===== config.mk =====
export PLATFORM = sky130hd
export DESIGN_NAME = arbitro_ula_logica_8bits
export DESIGN_NICKNAME = d
export VERILOG_FILES = /design/src/rtl/arbitro_ula_logica_8bits_pkg.sv /design/src/rtl/arbitro_ula_logica_8bits_ula.sv /design/src/rtl/xor_8bits.sv /design/src/rtl/arbitro_ula_logica_8bits.sv
export SDC_FILE = /design/constraint.sdc
export NUM_CORES = 1
export LEC_CHECK = 0
export CAP_MARGIN = 25
export CORE_MARGIN = 3
export CORE_UTILIZATION = 53
export CTS_BUF_LIST = sky130_fd_sc_hd__clkbuf_2 sky130_fd_sc_hd__clkbuf_4 sky130_fd_sc_hd__clkbuf_8
export DETAILED_ROUTE_END_ITERATION = 16
export PLACE_DENSITY = 0.87
export SYNTH_ARGS = -nofsm -noshare
export SYNTH_HDL_FRONTEND = slang
export SYNTH_SLANG_ARGS = --single-unit

===== constraint.sdc =====
create_clock -name clk -period 3.1 [get_ports clk]
set_clock_uncertainty 0.15 [all_clocks]
set_input_delay 0.62 -clock clk [delete_from_list [all_inputs] [get_ports clk]]
set_output_delay 0.62 -clock clk [all_outputs]
set_load 0.02 [all_outputs]

===== src/rtl/arbitro_ula_logica_8bits_pkg.sv =====
// Shared definitions for the two-requester logic-unit arbiter.
// Contents: default widths, logic-unit opcode encodings and the FSM
// state encoding used by arbitro_ula_logica_8bits.
package arbitro_ula_logica_8bits_pkg;

   localparam int WIDTH_DEF = 8;
   localparam int NREQ_DEF  = 2;

   localparam logic [1:0] OP_AND = 2'b00;
   localparam logic [1:0] OP_OR  = 2'b01;
   localparam logic [1:0] OP_XOR = 2'b10;
   localparam logic [1:0] OP_NOT = 2'b11;

   typedef enum logic [1:0] {
      OCIOSO   = 2'b00,
      EXECUTA  = 2'b01,
      RESPONDE = 2'b10
   } estado_t;

endpackage


===== src/rtl/arbitro_ula_logica_8bits_ula.sv =====
// unidade_logica_8bits: purely combinational bitwise logic unit.
// Ports: op_i - opcode (AND/OR/XOR/NOT A); a_i, b_i - operands;
//        y_o  - result, same width as the operands.
// The XOR path reuses the 8-bit XOR block, one instance per byte lane,
// so WIDTH must be a multiple of 8.
module unidade_logica_8bits
   import arbitro_ula_logica_8bits_pkg::*;
#(
   parameter int WIDTH = WIDTH_DEF
) (
   input  logic [1:0]       op_i,
   input  logic [WIDTH-1:0] a_i,
   input  logic [WIDTH-1:0] b_i,
   output logic [WIDTH-1:0] y_o
);

   logic [WIDTH-1:0] xor_y;

   generate
      for (genvar gi = 0; gi < WIDTH / 8; gi++) begin : g_xor_lane
         xor_8bits u_xor (
            .a_i (a_i[gi*8 +: 8]),
            .b_i (b_i[gi*8 +: 8]),
            .y_o (xor_y[gi*8 +: 8])
         );
      end
   endgenerate

   always_comb begin
      y_o = '0;
      case (op_i)
         OP_AND:  y_o = a_i & b_i;
         OP_OR:   y_o = a_i | b_i;
         OP_XOR:  y_o = xor_y;
         default: y_o = ~a_i;   // OP_NOT: operand B is ignored
      endcase
   end

endmodule


===== src/rtl/xor_8bits.sv =====
// 8-bit bitwise XOR operation block.
// Ports: a_i, b_i - 8-bit operands; y_o - a_i ^ b_i.
module xor_8bits (
   input  logic [7:0] a_i,
   input  logic [7:0] b_i,
   output logic [7:0] y_o
);

   assign y_o = a_i ^ b_i;

endmodule


===== src/rtl/arbitro_ula_logica_8bits.sv =====
// Round-robin arbiter/sequencer sharing one logic unit between two clients.
// Ports:
//   clk, rst_n          - clock, synchronous active-low reset
//   req[1:0]            - request levels, held until gnt is seen
//   op0/a0/b0, op1/a1/b1- opcode and operands of requester 0 / 1
//   gnt[1:0]            - one-cycle one-hot grant; operands captured then
//   ocupado             - high whenever a transaction is in progress
//   res_valid[1:0]      - one-hot result valid for the owning requester
//   ack[1:0]            - per-requester result acknowledge
//   resultado, zero     - registered result and its zero flag
// Sequence: OCIOSO (arbitrate, latch) -> EXECUTA (register result)
//           -> RESPONDE (hold until ack from owner) -> OCIOSO.
module arbitro_ula_logica_8bits
   import arbitro_ula_logica_8bits_pkg::*;
#(
   parameter int WIDTH = WIDTH_DEF,
   parameter int NREQ  = NREQ_DEF
) (
   input  logic             clk,
   input  logic             rst_n,
   input  logic [NREQ-1:0]  req,
   input  logic [1:0]       op0,
   input  logic [WIDTH-1:0] a0,
   input  logic [WIDTH-1:0] b0,
   input  logic [1:0]       op1,
   input  logic [WIDTH-1:0] a1,
   input  logic [WIDTH-1:0] b1,
   output logic [NREQ-1:0]  gnt,
   output logic             ocupado,
   output logic [NREQ-1:0]  res_valid,
   input  logic [NREQ-1:0]  ack,
   output logic [WIDTH-1:0] resultado,
   output logic             zero
);

   localparam logic [NREQ-1:0] UM = NREQ'(1);

   estado_t          estado_q;
   logic             ptr_q;
   logic             dono_q;
   logic [1:0]       op_q;
   logic [WIDTH-1:0] a_q;
   logic [WIDTH-1:0] b_q;
   logic [NREQ-1:0]  gnt_q;
   logic [NREQ-1:0]  res_valid_q;
   logic [WIDTH-1:0] res_q;
   logic             zero_q;

   logic             vencedor_d;
   logic [WIDTH-1:0] ula_y;

   // Contention goes to the pointer; otherwise the lone requester wins.
   always_comb begin
      vencedor_d = 1'b0;
      if (req[0] && req[1]) begin
         vencedor_d = ptr_q;
      end else begin
         vencedor_d = req[1];
      end
   end

   unidade_logica_8bits #(
      .WIDTH (WIDTH)
   ) u_ula (
      .op_i (op_q),
      .a_i  (a_q),
      .b_i  (b_q),
      .y_o  (ula_y)
   );

   always_ff @(posedge clk) begin
      if (!rst_n) begin
         estado_q    <= OCIOSO;
         ptr_q       <= 1'b0;
         dono_q      <= 1'b0;
         op_q        <= '0;
         a_q         <= '0;
         b_q         <= '0;
         gnt_q       <= '0;
         res_valid_q <= '0;
         res_q       <= '0;
         zero_q      <= 1'b0;
      end else begin
         gnt_q <= '0;
         case (estado_q)
            OCIOSO: begin
               if (|req) begin
                  dono_q   <= vencedor_d;
                  op_q     <= vencedor_d ? op1 : op0;
                  a_q      <= vencedor_d ? a1  : a0;
                  b_q      <= vencedor_d ? b1  : b0;
                  gnt_q    <= UM << vencedor_d;
                  estado_q <= EXECUTA;
               end
            end
            EXECUTA: begin
               res_q       <= ula_y;
               zero_q      <= (ula_y == '0);
               res_valid_q <= UM << dono_q;
               estado_q    <= RESPONDE;
            end
            RESPONDE: begin
               // Only the owner's ack closes the transaction.
               if (ack[dono_q]) begin
                  res_valid_q <= '0;
                  ptr_q       <= ~dono_q;
                  estado_q    <= OCIOSO;
               end
            end
            default: begin
               estado_q <= OCIOSO;
            end
         endcase
      end
   end

   assign gnt       = gnt_q;
   assign res_valid = res_valid_q;
   assign resultado = res_q;
   assign zero      = zero_q;
   assign ocupado   = (estado_q != OCIOSO);

endmodule


# Yosys cells after proc, flatten, opt, wreduce, memory -nomap -nowiden
# Cells that the tools add are included.
dict set report word_totals {
  reg_bits 35
}
dict set report op_classes {
  n_lt_le_gt_ge 1
  eq_ne 6
  shifts 2
  muxes 11
  bitwise_logic 5
  n_reduce_logical 12
}
# op n
set ops {}
lappend ops {{one-hot mux 8 bit (3 select lines)} 1}
lappend ops {{2-to-1 mux 8 bit} 2}
lappend ops {{bitwise AND 8 bit} 1}
lappend ops {{logical NOT 8 bit} 1}
lappend ops {{inverter 8 bit} 1}
lappend ops {{OR 8 bit} 1}
lappend ops {{AND reduction 2 bit} 4}
lappend ops {{XOR 8 bit} 1}
lappend ops {{2-to-1 mux 2 bit} 3}
lappend ops {{one-hot mux 2 bit (3 select lines)} 1}
lappend ops {{== test 2 x 1 -> 1 bit, second input constant} 2}
lappend ops {{== test 2 bit, second input constant} 2}
lappend ops {{logical NOT 2 bit} 2}
lappend ops {{!= test 2 bit, second input constant} 2}
lappend ops {{one-hot mux 2 bit (2 select lines)} 1}
lappend ops {{nonzero test 2 bit} 2}
lappend ops {{<< shifter 1 x 1 -> 2 bit, first input constant} 2}
lappend ops {{2-to-1 mux 1 bit} 3}
lappend ops {{AND reduction 3 bit} 1}
lappend ops {{less-than comparator 1 x 2 -> 1 bit, second input constant} 1}
lappend ops {{OR reduction 2 bit} 1}
lappend ops {{logical AND 1 bit} 1}
lappend ops {{inverter 1 bit} 1}

# Longest topological paths before layout
# Gate-level depths: netlist (run 1).
dict set report depth {
  depth_word 4
  mapped_depth 6
  mapped_depth_nobuf 6
}

# Cells and area by module
# Synthesis (run 1) repeated with hierarchy kept, for this count alone.
dict set report unflattened {
  cells_unflattened 243
  area_unflattened_um2 2069.5
}
# mod instances cells_each area_per_inst_um2 seq_area_each_um2
set modules_own_cells {}
lappend modules_own_cells {arbitro_ula_logica_8bits 1 184 1665.3 700.7}
lappend modules_own_cells {unidade_logica_8bits 1 51 334.1 0.0}
lappend modules_own_cells {xor_8bits 1 8 70.1 0.0}

# Worst setup path after synthesis (run 1)
# Ideal clock, no wire load.
dict set report synth_path {
  kind {reg2reg}
  start {register a_q[7]}
  end {register zero_q, in the netlist zero}
  arrival_ns 1.481
  t_required_ns 2.854
  path_slack_ns 1.373
  path_stages_with_launch 6
  period_less_slack_ns 1.727
  cell_sequence {dfxtp_1 > clkinv_1 > ha_1 > mux4_2 > nand4b_4 > o41ai_2}
}
dict set report synth_via {
  elab_chain_len 3
}
# element line_no
set synth_lines {}
lappend synth_lines {{from (decl)} arbitro_ula_logica_8bits.sv:42} ;# logic [WIDTH-1:0] a_q;
lappend synth_lines {{from (signal assigned)} arbitro_ula_logica_8bits.sv:90} ;# a_q <= vencedor_d ? a1 : a0;
lappend synth_lines {{XOR 8 bit (tied with other cells)} xor_8bits.sv:9} ;# assign y_o = a_i ^ b_i;
lappend synth_lines {{one-hot mux 8 bit (3 select lines) (*)} arbitro_ula_logica_8bits_ula.sv:31} ;# case (op_i)
lappend synth_lines {{logical NOT 8 bit (*)} arbitro_ula_logica_8bits.sv:98} ;# zero_q <= (ula_y == '0);
lappend synth_lines {{to (signal assigned)} arbitro_ula_logica_8bits.sv:98}
lappend synth_lines {{to (decl)} arbitro_ula_logica_8bits.sv:47} ;# logic zero_q;
# Every way passes the cells marked *; elsewhere a longest branch is shown, timed or not.
# A chain may end at the register's enable or synchronous reset.

# Worst setup path in the final report (run 1)
dict set report layout_path {
  start {register estado_q[0]}
  end {output port ocupado}
}
dict set report layout_via {
  elab_chain_len 1
}
# element line_no
set layout_lines {}
lappend layout_lines {{from (decl)} arbitro_ula_logica_8bits.sv:38} ;# estado_t estado_q;
lappend layout_lines {{from (signal assigned)} arbitro_ula_logica_8bits.sv:73} ;# estado_q <= OCIOSO;
lappend layout_lines {{from (signal assigned)} arbitro_ula_logica_8bits.sv:93} ;# estado_q <= EXECUTA;
lappend layout_lines {{from (signal assigned)} arbitro_ula_logica_8bits.sv:100} ;# estado_q <= RESPONDE;
lappend layout_lines {{nonzero test 2 bit} arbitro_ula_logica_8bits.sv:121} ;# assign ocupado = (estado_q != OCIOSO);
lappend layout_lines {{to (decl)} arbitro_ula_logica_8bits.sv:29} ;# output logic ocupado,
# No other way between the ends.

==> impl_metrics.csv, run 1 <==
group,metric,value,unit
yosys,seq_area_frac_synth,34.9,%
worst_setup_path,start_kind,"flop",
sta,setup-tns-final,0,ns
cts,cts_hold_buf,0,
power_and_ir_drop,power_density,481,nW/um^2
cts,cts_resized,0,
yosys,avgSynthCellArea,9.29,sq um
sta,worst_pin_slew,0.767,ns
sta,slew_headroom,48.8,%
finish,drive_gt1_share,8.55,%
yosys,syn_nets,274,
finish,register_area,701,sq um
sta,clock.fmax,421,MHz
yosys,ys_types,31,
cts,post_cts_buffers,0,
run,drv_cap,0,
power_and_ir_drop,p_leak,1.16,nW
worst_setup_path,crit_path_max_incr_delay,0.62,ns
detailed_routing,routedWlPerCell,12.9,um
finish,areaGrowthSynthToFinish,33.2,%
worst_setup_path,cp_top_family,"buffers and inverters",
sta,hold_viol,0,
sta,finalSetupViolCount,0,
worst_setup_path,slowest_stage,"clkdlybuf4s50_1",
detailed_routing,drc_errors,0,
grt,grt_pass1_vias,1613,
sta,finalMaxSlewViolations,0,
cts,clock-sinks,35,
worst_setup_path,crit_buf_inv,2,
yosys,synthesis.area,2010,sq um
finish,multi_input_area,1100,sq um
floorplanning,die-area,4560,sq um
cts,h-tree-depth,2,
floorplanning,start_util,57.4,%
grt,grt_max_degree,39,
worst_setup_path,arrival,1.60,ns
grt,grt_overflow,0,
finish,fin_nets,326,
worst_setup_path,path_class,"reg -> out",
cts,clock_latency,0.29,ns
sta,min_period,2.37,ns
yosys,synthCells,216,
power_and_ir_drop,peakVddDrop,0.000288,V
finish,nFillCells,271,
yosys,synth_warnings,0,
detailed_routing,vias,1642,
placement,portBuffers,55,
detailed_routing,firstDrtPassIters,4,
detailed_routing,drt_iter0_markers,102,
floorplanning,rows,21,
sta,min_period_over_period,76.5,%
sta,worst_slack,0.727,ns
yosys,synth_edf_count,0,
yosys,async_flop_share,0,%
placement,gp_congestion,0.747,
detailed_routing,via_per_inst,5.21,
placement,dpl.hpwl,3030,um
grt,grtUsageTotal,19.9,%
cts,root_buffer,"clkbuf_8",
grt,grt_pass1_wl,6850,um
detailed_routing,ant_nets,0,
floorplanning,die_w,67.5,um
worst_setup_path,required,2.33,ns
finish,antennaDiodeCount,0,
finish,mostFrequentLayoutCell,"clkdlybuf4s50_1",
grt,grt_antenna_before_repair,0,
cts,numCtsBuffers,5,
cts,path_clk_slew,0.07,ns
worst_setup_path,critPathCaptureType,"output port",
yosys,synth-seq-cells,35,
yosys,synth-main-ff-cell,"dfxtp_1",
sta,rsz0062_at_grt,"no",
worst_setup_path,path_max_fanout,8,
placement,dp_worst_setup_slack,0.800,ns
run_status,status,"completed",
floorplanning,die_h,67.5,um
detailed_routing,finalWirelength,4060,um
finish,final_cell_mix,"55 x clkdlybuf4s50_1, 35 x inv_1, 35 x dfxtp_1, 31 x nor2_1, 19 x mux2i_1",
cts,cts_tree,"built",
floorplanning,io_pins,56,
cts,clk_path_buf_depth,2,
power_and_ir_drop,p_total,1.29,mW
worst_setup_path,crit_chain,"nor2_1, inv_1, clkdlybuf4s50_1",
floorplanning,core_area,3490,sq um
hold_path,hold_class,"reg -> reg",
[flip-flops by register name (all words and copies together), names as in the netlist]
signal,cells
a_q,8
b_q,8
dono_q,1
estado_q,2
gnt,2
op_q,2
ptr_q,1
res_valid,2
resultado,8
zero,1
[per-stage QoR]
| stage | hold slack (ns) | instance area [sq um] | utilization, % | instances |
|---|---|---|---|---|
| 2_1_floorplan | 0.344 | 2010 | - | 216 |
| 3_3_place_gp | 0.299 | 2570 | 73.5 | 307 |
| 3_5_place_dp | 0.304 | 2570 | 73.5 | 307 |
| 4_1_cts | 0.314 | 2670 | 76.5 | 315 |
| 5_1_grt | 0.360 | 2670 | 76.5 | 315 |
| 6_report | 0.316 | 2670 | 76.5 | 315 |
[area by class of cell]
class,instances,area share [%]
Multi-Input combinational cell,132,41.3
Sequential cell,35,26.2
Timing Repair Buffer,58,21.4
Inverter,36,5.05
Clock buffer,8,3.88
Tap cell,46,2.15
[kinds of logic after synthesis]
group	after synthesis	share of synthesized area (%)
multiplexers	27	18.5
AO/OA/AOI/OAI	36	13.5
AND/OR/NAND/NOR	53	12.8
buffers and inverters	49	10.3
flip-flops	35	34.9
adder cells (fa/ha/maj)	16	9.97
[layer usage]
layer | global-route usage, % | share of wire [%] | up-vias
met5 | 0 | 0 | -
met3 | 5.99 | 5.6 | 8
met2 | 36.3 | 51 | 54
met1 | 21.1 | 42 | 744
li1 | - | - | 836
met4 | 8.10 | 1.7 | 0
[path summary, 6_finish.rpt]
check                                  start           end  slack [ns]  depth (start not counted)
worst max-delay path             estado_q[0]       ocupado        0.73                          3
worst min-delay path            resultado[7]  resultado[7]        0.32                          2
worst max register to register       op_q[1]          zero        1.27                          3
worst min register to register  resultado[7]  resultado[7]        0.32                          2
[where the power goes]
part	switching (mW)	internal [mW]
Sequential	0.0522	0.498
Clock	0.157	0.211
Combinational	0.167	0.201
Total	0.377	0.910
[worst reg2reg max path, stage by stage, from the launching register on]
cell and delay [ns]:
dfxtp_1 0.63, mux4_2 0.60, nand4b_4 0.19, o41ai_2 0.18
[cell usage after synthesis, types with 2 or more instances]
cell type / instances / area, sq um
buf_2: 4 / 20.0
clkbuf_1: 5 / 18.8
a21oi_1: 4 / 20.0
a211oi_1: 18 / 135
nor3_1: 2 / 10.0
o21a_1: 7 / 52.6
inv_1: 35 / 131
ha_1: 16 / 200
mux2i_1: 19 / 190
nor2_1: 31 / 116
buf_4: 3 / 22.5
nand2_1: 4 / 15.0
dfxtp_1: 35 / 701
mux4_2: 8 / 180
nor2b_1: 9 / 56.3
Note: power is estimated with default switching activity, not from simulation.
==> run 2: changes to the inputs <==
CORE_UTILIZATION = 45   (was 53)
PLACE_DENSITY = 0.79   (was 0.87)
clock period = 1.9 ns   (was 3.1 ns; I/O delays follow)
==> impl_metrics.csv, run 2 (synthesis results as in run 1) <==
group,metric,value,unit
power_and_ir_drop,power_switching,628,uW
floorplanning,rows,23,
cts,h-tree-depth,2,
grt,grt_overflow,0,
grt,met2_usage,28.2,%
power_and_ir_drop,clkPwrFrac,28.3,%
detailed_routing,firstDrtPassIters,4,
sta,hold_viol,0,
floorplanning,die-area,5300,sq um
finish,fin_cells,327,
finish,multi_input_area,1100,sq um
sta,clock.fmax,560,MHz
sta,worst_pin_slew,0.345,ns
finish,final_cell_mix,"54 x clkdlybuf4s50_1, 35 x inv_1, 33 x dfxtp_1, 31 x nor2_1, 19 x mux2i_1",
placement,dpl.hpwl,3080,um
grt,grt_max_degree,39,
cts,clock-sinks,35,
sta,finalSetupViolCount,0,
sta,slew_headroom,77.0,%
sta,finalMaxSlewViolations,0,
sta,min_period,1.79,ns
detailed_routing,ant_nets,0,
cts,root_buffer,"clkbuf_8",
grt,met1_usage,20.9,%
grt,grt_antenna_before_repair,0,
worst_setup_path,arrival,1.84,ns
cts,clock_latency,0.29,ns
cts,path_clk_slew,0.07,ns
placement,portBuffers,55,
floorplanning,die_w,72.8,um
power_and_ir_drop,power_density,768,nW/um^2
floorplanning,start_util,48.4,%
worst_setup_path,critPathCaptureType,"flop",
grt,grt_busiest_layer,"met2",
cts,cts_tree,"built",
detailed_routing,drc_errors,0,
finish,drive_gt1_share,11.9,%
placement,gp_congestion,0.747,
floorplanning,io_pins,56,
grt,grt_pass1_vias,1561,
cts,cts_hold_buf,0,
cts,post_cts_buffers,0,
worst_setup_path,path_max_fanout,3,
run,drv_cap,0,
power_and_ir_drop,switching_share,29.6,%
placement,dp_cells,319,
worst_setup_path,path_class,"reg -> reg",
grt,grtUsageTotal,16.9,%
run_status,status,"completed",
power_and_ir_drop,peakVddDrop,0.000441,V
finish,mostFrequentLayoutCell,"clkdlybuf4s50_1",
detailed_routing,routedWlPerCell,12.4,um
finish,areaGrowthSynthToFinish,37.8,%
cts,clk_path_buf_depth,2,
detailed_routing,finalWirelength,4050,um
finish,antennaDiodeCount,0,
sta,min_period_over_period,94.0,%
detailed_routing,via_per_inst,4.98,
placement,dp_worst_setup_slack,-0.0293,ns
detailed_routing,vias,1630,
power_and_ir_drop,p_leak,1.21,nW
finish,register_area,703,sq um
hold_path,hold_class,"reg -> reg",
cts,numCtsBuffers,5,
grt,grt.met3_usage,4.13,%
power_and_ir_drop,seqPwrFrac,41.1,%
power_and_ir_drop,p_int,1.50,mW
detailed_routing,drt_iter0_markers,59,
finish,fin_nets,334,
worst_setup_path,start_kind,"flop",
grt,grt_pass1_wl,6910,um
sta,rsz0062_at_grt,"no",
power_and_ir_drop,p_comb_share,30.6,%
sta,worst_slack,0.114,ns
floorplanning,core_area,4140,sq um
floorplanning,die_h,72.8,um
worst_setup_path,required,1.95,ns
finish,nFillCells,351,
## run 2: changes by cell type in the layout (fill, tap and decap cells not counted), sizes merged
cell / previous run / this run
clkbuf: 8 / 7
dlygate4sd2: 0 / 1
buf: 3 / 11
clkinvlp: 0 / 1
clkdlybuf4s50: 55 / 54
## run 2: worst paths after layout
kind	startpoint	cells past startpoint	slack, ns	end
min reg2reg	resultado[7]	2	0.32	resultado[7]
max reg2reg	a_q[7]	5	0.11	zero
min	resultado[7]	2	0.32	resultado[7]
max	a_q[7]	5	0.11	zero
## run 2: area by class of cell
class | instances | area share, %
Sequential cell | 35 | 25.4
Timing Repair Buffer | 66 | 23.8
Tap cell | 50 | 2.26
Multi-Input combinational cell | 132 | 39.9
Clock inverter | 1 | 0.271
Inverter | 36 | 4.89
Clock buffer | 7 | 3.48
## run 2: power by group through the flow
stage / Sequential [mW] / Combinational (mW) / Clock, mW
2_1_floorplan: 0.900 / 0.406 / 0
3_3_place_gp: 0.884 / 0.635 / 0
3_5_place_dp: 0.889 / 0.657 / 0
4_1_cts: 0.874 / 0.659 / 0.614
5_1_grt: 0.887 / 0.731 / 0.647
6_report: 0.874 / 0.650 / 0.600
## run 2: metal layers
layer / vias up / wire (um)
met1: 733 / 1780
met5: - / 0
li1: 848 / -
met2: 42 / 2000
met4: 0 / 78
met3: 7 / 193
## run 2: critical path, stage by stage (launching register included)
cell      delay [ns]
dfxtp_2         0.35
clkinv_1        0.08
ha_1            0.29
mux4_2          0.46
nand4b_4        0.18
o41ai_2         0.18
## run 2: stage by stage
| step | hold slack [ns] | util [%] | setup TNS [ns] | total power, mW | area, sq um |
|---|---|---|---|---|---|
| finish | 0.321 | 66.7 | 0 | 2.12 | 2770 |
| global route | 0.354 | 66.7 | 0 | 2.27 | 2770 |
| CTS | 0.322 | 66.7 | 0 | 2.15 | 2760 |
| detailed placement | 0.312 | 64.2 | -0.0330 | 1.55 | 2660 |
| global placement | 0.303 | 64.2 | 0 | 1.52 | 2660 |
| floorplan | 0.344 | - | 0 | 1.31 | 2010 |
## run 2: timing repair
action                     CTS  global route
resized for setup            1             2
setup endpoints to repair    1             1
cloned                       0             0
